[src/rtl/frame_pkg.sv]
// Shared types and constants for the serial frame receiver.
// FRAME_RX_PARITY_EN adds the PAR state and one parity bit to the frame.
package frame_pkg;

   localparam int DATA_W_DEF = 8;

`ifdef FRAME_RX_PARITY_EN
   localparam int FRAME_LEN = DATA_W_DEF + 3;
   typedef enum logic [2:0] {IDLE, DATA, PAR, STOP, HOLD} state_t;
`else
   localparam int FRAME_LEN = DATA_W_DEF + 2;
   typedef enum logic [1:0] {IDLE, DATA, STOP, HOLD} state_t;
`endif

endpackage

[src/rtl/frame_bit_cnt.sv]
// Payload bit counter for frame_rx.
// The done output flags that the current sample is the last payload bit.
module frame_bit_cnt
   import frame_pkg::*;
#(
   parameter int DATA_W = DATA_W_DEF
) (
   input  logic clk,
   input  logic rst,
   input  logic clr,
   input  logic inc,
   output logic done
);

   localparam int CW = $clog2(DATA_W + 1);

   logic [CW-1:0] r_count;

   always_ff @(posedge clk or negedge rst) begin
      if (!rst) begin
         r_count <= '0;
      end else if (clr) begin
         r_count <= '0;
      end else if (inc) begin
         r_count <= r_count + 1'b1;
      end
   end

   assign done = (r_count == CW'(DATA_W - 1));

endmodule

[src/rtl/frame_rx.sv]
// Serial frame receiver: start bit, LSB-first payload, stop bit, one-word hold buffer.
// Define FRAME_RX_PARITY_EN to add an even-parity bit and the parity_err_o port.
module frame_rx
   import frame_pkg::*;
#(
   parameter int   DATA_W   = DATA_W_DEF,
   parameter logic IDLE_LVL = 1'b1
) (
   input  logic              clk,
   input  logic              rst,
   input  logic              ser_in,
   input  logic              ser_en,
   output logic [DATA_W-1:0] data_o,
   output logic              valid_o,
   input  logic              ready_i,
   output logic              frame_err_o,
   output logic              overrun_o,
`ifdef FRAME_RX_PARITY_EN
   output logic              parity_err_o,
`endif
   output logic              busy_o
);

   state_t            r_state;
   logic [DATA_W-1:0] r_shift;
`ifdef FRAME_RX_PARITY_EN
   logic              r_parBad;
`endif

   logic w_start;
   logic w_stopOk;
   logic w_handshake;
   logic w_clr;
   logic w_inc;
   logic w_done;

   assign w_start     = ser_en && (ser_in == ~IDLE_LVL);
   assign w_stopOk    = (ser_in == IDLE_LVL);
   assign w_handshake = valid_o && ready_i;
   assign w_clr       = w_start && ((r_state == IDLE) || ((r_state == HOLD) && w_handshake));
   assign w_inc       = ser_en && (r_state == DATA);

   frame_bit_cnt #(
      .DATA_W (DATA_W)
   ) u_bitCnt (
      .clk  (clk),
      .rst  (rst),
      .clr  (w_clr),
      .inc  (w_inc),
      .done (w_done)
   );

   // HOLD keeps the last good word; a start seen there without a same-cycle handshake is lost.
   always_ff @(posedge clk or negedge rst) begin
      if (!rst) begin
         r_state      <= IDLE;
         r_shift      <= '0;
         data_o       <= '0;
         valid_o      <= 1'b0;
         frame_err_o  <= 1'b0;
         overrun_o    <= 1'b0;
         busy_o       <= 1'b0;
`ifdef FRAME_RX_PARITY_EN
         parity_err_o <= 1'b0;
         r_parBad     <= 1'b0;
`endif
      end else begin
         frame_err_o  <= 1'b0;
         overrun_o    <= 1'b0;
`ifdef FRAME_RX_PARITY_EN
         parity_err_o <= 1'b0;
`endif
         case (r_state)
            IDLE: begin
               if (w_start) begin
                  r_state <= DATA;
                  busy_o  <= 1'b1;
               end
            end
            DATA: begin
               if (ser_en) begin
                  r_shift <= {ser_in, r_shift[DATA_W-1:1]};
                  if (w_done) begin
`ifdef FRAME_RX_PARITY_EN
                     r_state <= PAR;
`else
                     r_state <= STOP;
`endif
                  end
               end
            end
`ifdef FRAME_RX_PARITY_EN
            PAR: begin
               if (ser_en) begin
                  r_parBad     <= ^{r_shift, ser_in};
                  parity_err_o <= ^{r_shift, ser_in};
                  r_state      <= STOP;
               end
            end
`endif
            STOP: begin
               if (ser_en) begin
                  if (!w_stopOk) begin
                     frame_err_o <= 1'b1;
                     r_state     <= IDLE;
                     busy_o      <= 1'b0;
`ifdef FRAME_RX_PARITY_EN
                  end else if (r_parBad) begin
                     r_state <= IDLE;
                     busy_o  <= 1'b0;
`endif
                  end else begin
                     data_o  <= r_shift;
                     valid_o <= 1'b1;
                     r_state <= HOLD;
                  end
               end
            end
            HOLD: begin
               if (w_handshake) begin
                  valid_o <= 1'b0;
                  if (w_start) begin
                     r_state <= DATA;
                  end else begin
                     r_state <= IDLE;
                     busy_o  <= 1'b0;
                  end
               end else if (w_start) begin
                  overrun_o <= 1'b1;
               end
            end
            default: begin
               r_state <= IDLE;
               valid_o <= 1'b0;
               busy_o  <= 1'b0;
            end
         endcase
      end
   end

endmodule

[config.mk]
export PLATFORM = sky130hd
export DESIGN_NAME = frame_rx
export DESIGN_NICKNAME = d
export VERILOG_FILES = /design/src/rtl/frame_pkg.sv /design/src/rtl/frame_bit_cnt.sv /design/src/rtl/frame_rx.sv
export SDC_FILE = /design/constraint.sdc
export NUM_CORES = 1
export LEC_CHECK = 0
export BUFFER_PORTS_ARGS = -buffer_cell sky130_fd_sc_hd__buf_4
export CAP_MARGIN = 10
export CORE_MARGIN = 3
export CORE_UTILIZATION = 58
export CTS_CLUSTER_SIZE = 40
export DETAILED_ROUTE_END_ITERATION = 12
export PLACE_DENSITY = 0.81
export SYNTH_ARGS = -nofsm -noshare
export SYNTH_HDL_FRONTEND = slang
export SYNTH_SLANG_ARGS = --single-unit
[constraint.sdc]
create_clock -name clk -period 2.7 [get_ports clk]
set_input_delay 0.27 -clock clk [delete_from_list [all_inputs] [get_ports clk]]
set_output_delay 0.27 -clock clk [all_outputs]
set_load 0.05 [all_outputs]
==> results by group <==
Critical path
  – R2R depth: 3
  – FF-to-FF Start: r_state[1]
  – Crit path DAT: around 1.9 ns
  – Crit end category: register
  – R2r setup slk: between 1 and 1.5 ns
  – Worst-path cell chain: nand3b_1 -> or3_1 -> a21oi_1
  – Max incr delay on CP: approximately 0.5 ns
  – Worst Setup EP: u_bitCnt.r_count[3]
  – Setup Crit Path Kind: reg2reg
  – Required @ worst endpoint: ~2.9 ns
  – CP startpoint: r_state[1]
  – Kind of cell adding the most delay to the critical path: simple AND/OR/NAND/NOR gates
  – Critical Path Start Type: register
  – Crit path buf inv count: 0
  – R2r endpoint: u_bitCnt.r_count[3]
  – Crit-path slowest cell: nand3b_1
  – CP max FO: 12
  – Cell depth of the worst setup path: 3

Synthesis
  – Netlist cell types: 24
  – Post-Syn Area: roughly 1100 µm²
  – Top cell type by total area after synthesis: dfrtp_1
  – Post-synth top flop: dfrtp_1
  – Yosys reg bits: 26
  – Synth top area share: 57.5%
  – YS warnings: 0
  – Post-synthesis sequential area ratio: a little under three fifths
  – Most frequent cell after synthesis: dfrtp_1
  – Asr flop ratio synth: 100%
  – Most frequent cells after synthesis: dfrtp_1, mux2_2, mux2_4, nand2_1, nand3_1
  – Syn Area/Cell: between 10 and 15 µm²
  – Synth Instances: 84
  – Number of flops mapped to enable cells by yosys: 0
  – Top cells by area, synth: dfrtp_1, mux2_4, mux2_2
  – Post-synth net total: 90

Run status
  – Outcome: complete, no violations

Power and ir drop
  – Psw: approximately 0.63 mW
  – Switching part of the total: 41.4%
  – Combinational Power Share: a little under half
  – IR Drop Worst-Case VDD: 659 µV
  – Int Pwr: just under 0.9 mW
  – Flop pwr share: a little over two fifths
  – Clock power frac: between 9 and 10%
  – PwrDens: 1170 nW/µm²
  – Total power: between 1.5 and 2 mW
  – Static Leak: ~0.63 nW

Placement
  – Dpl ws: ~1.0 ns
  – Post-DP HPWL: 1300 µm
  – IO Port Bufs: 16
  – Placer Congestion: 0.856

STA
  – Slew Viols, Final: 0
  – Clock skew: 0.00464 ns
  – Final worst hold slack: ~0.26 ns
  – Final period utilization: 62.0%
  – Worst slew pin tran: around 0.54 ns
  – Rel. slew slack: 63.8%
  – Total negative slack: 0 ns
  – Final hold vios: 0
  – Setup violators final: 0
  – Fin crit period: approximately 1.7 ns
  – Setup WS post-layout: a little over 1 ns
  – RSZ-0062 raised after global routing: no
  – Fmax achieved: 0.597 GHz

Clock tree
  – CTS resizes: 0
  – Num CTS Buffers: 3
  – Worst skew pair latency: 0.30 ns
  – Clk sinks: 26
  – Cts hold-fix bufs: 1
  – Clock Pin Slew Worst Setup and Hold Paths: ~0.12 ns
  – CTS tree: done
  – H-tree Lvls: 1
  – Post-CTS Setup Repair Bufs: 0
  – Clk buf depth: 2
  – CTS Root Cell: clkbuf_4

Floorplanning
  – Die height: ~50 µm
  – Core Rows: 15
  – Die footprint: around 2500 µm²
  – I/O Pins: 17
  – Initial core utilization: approximately 64%
  – Die W: around 50 µm
  – Core area: between 1500 and 2000 µm²

Drt
  – WL final: 1760 µm
  – Remaining DRCs: 0
  – First-iteration detailed-routing DRC count: 13
  – Wire per inst: 14.0 µm
  – DRT antenna net count: 0
  – Total number of vias: between 700 and 800
  – DR vias/cell: 5.69
  – Pre-antenna DRT Iters: 4

Global route
  – Vias in the first global route: around 680
  – Pin count of the biggest net entering global routing: 27
  – Total grt overflow: 0
  – Wire length of the first global-routing pass: approximately 3100 µm
  – Global Route Usage Sum: 16.0%
  – Initial antenna violation count: 0

Finish
  – Layout area overhead: 14.9%
  – Antenna fix cells: 0
  – Share of cells above drive strength 1: a little under two fifths
  – Layout fillers: 120
  – Final #Nets: roughly 110

Hold path
  – Hold Crit Class: in2reg

Job
  – Max cap viols: 0
cells by family (layout without fill, tap and decap cells):
logic type	after synthesis	count (layout)	share of synthesized area, %
flip-flops	26	26	57.5
AND/OR/NAND/NOR	25	25	13.6
multiplexers	16	16	18.6
AO/OA/AOI/OAI	11	11	6.41
buffers and inverters	3	20	1.33
XOR/XNOR	2	2	1.55
adder cells (fa/ha/maj)	1	1	1.10
through the flow:
stage	util (%)	cells	instance area (µm²)
6_report	73.0	126	1300
5_1_grt	73.0	126	1300
4_1_cts	73.0	126	1300
3_5_place_dp	71.2	122	1270
3_3_place_gp	71.2	122	1270
2_1_floorplan	-	84	1130
power by group through the flow:
stage	Sequential [mW]	Clock (mW)	Combinational, mW
finish	0.668	0.149	0.704
floorplan	0.877	0	0.316
global placement	0.667	0	0.693
CTS	0.669	0.158	0.711
global route	0.691	0.176	0.751
detailed placement	0.677	0	0.709
how the worst min path moves through the flow:
stage | start | to | slack (ns) | cells after the start
after floorplan | rst | busy_o | -0.03 | 0
after global placement | rst | frame_err_o | 0.19 | 1
after detailed placement | rst | busy_o | 0.19 | 1
after CTS | ready_i | valid_o | 0.25 | 4
after global routing | ser_in | r_shift[7] | 0.26 | 2
final | ready_i | valid_o | 0.26 | 4
area by class of cell:
cell class / count / area (µm²) / share of cell area (%)
tap: 25 / 31.3 / 2.40
multi-input combinational: 55 / 467 / 35.9
clock buffer: 3 / 22.5 / 1.73
timing repair buffer: 17 / 130 / 10.0
sequential: 26 / 651 / 50.0
worst min-delay path: stages:
cell,delay (ns)
buf_4,0.10
nand2_1,0.05
nand2_1,0.05
o21ai_0,0.07
per-layer routing:
metal | GRT usage [%] | wire length (µm) | vias up
met5 | 0 | 0 | -
met4 | 4.15 | 21 | 0
met3 | 4.45 | 72 | 2
met2 | 26.1 | 855 | 14
met1 | 20.8 | 811 | 363
li1 | - | - | 338
state kept, by name, summed over array words and instances, names as in the netlist:
register	count
busy_o	1
data_o	8
frame_err_o	1
overrun_o	1
r_shift	8
r_state	2
u_bitCnt.r_count	4
valid_o	1
layout by cell type, fill, tap and decap left out, drive strengths merged:
master,instances
a32o,1
nand3,6
xor2,2
buf,16
a21oi,3
nand2,5
nor2b,2
or3,2
nand3b,1
o21ai,3
a211oi,2
and4,1
and2,1
nor2,3
nand2b,1
nand4b,2
dlygate4sd3,1
and2b,1
a31oi,2
ha,1
mux2,16
dfrtp,26
clkbuf,3
Note: power is estimated with default switching activity, not from simulation.
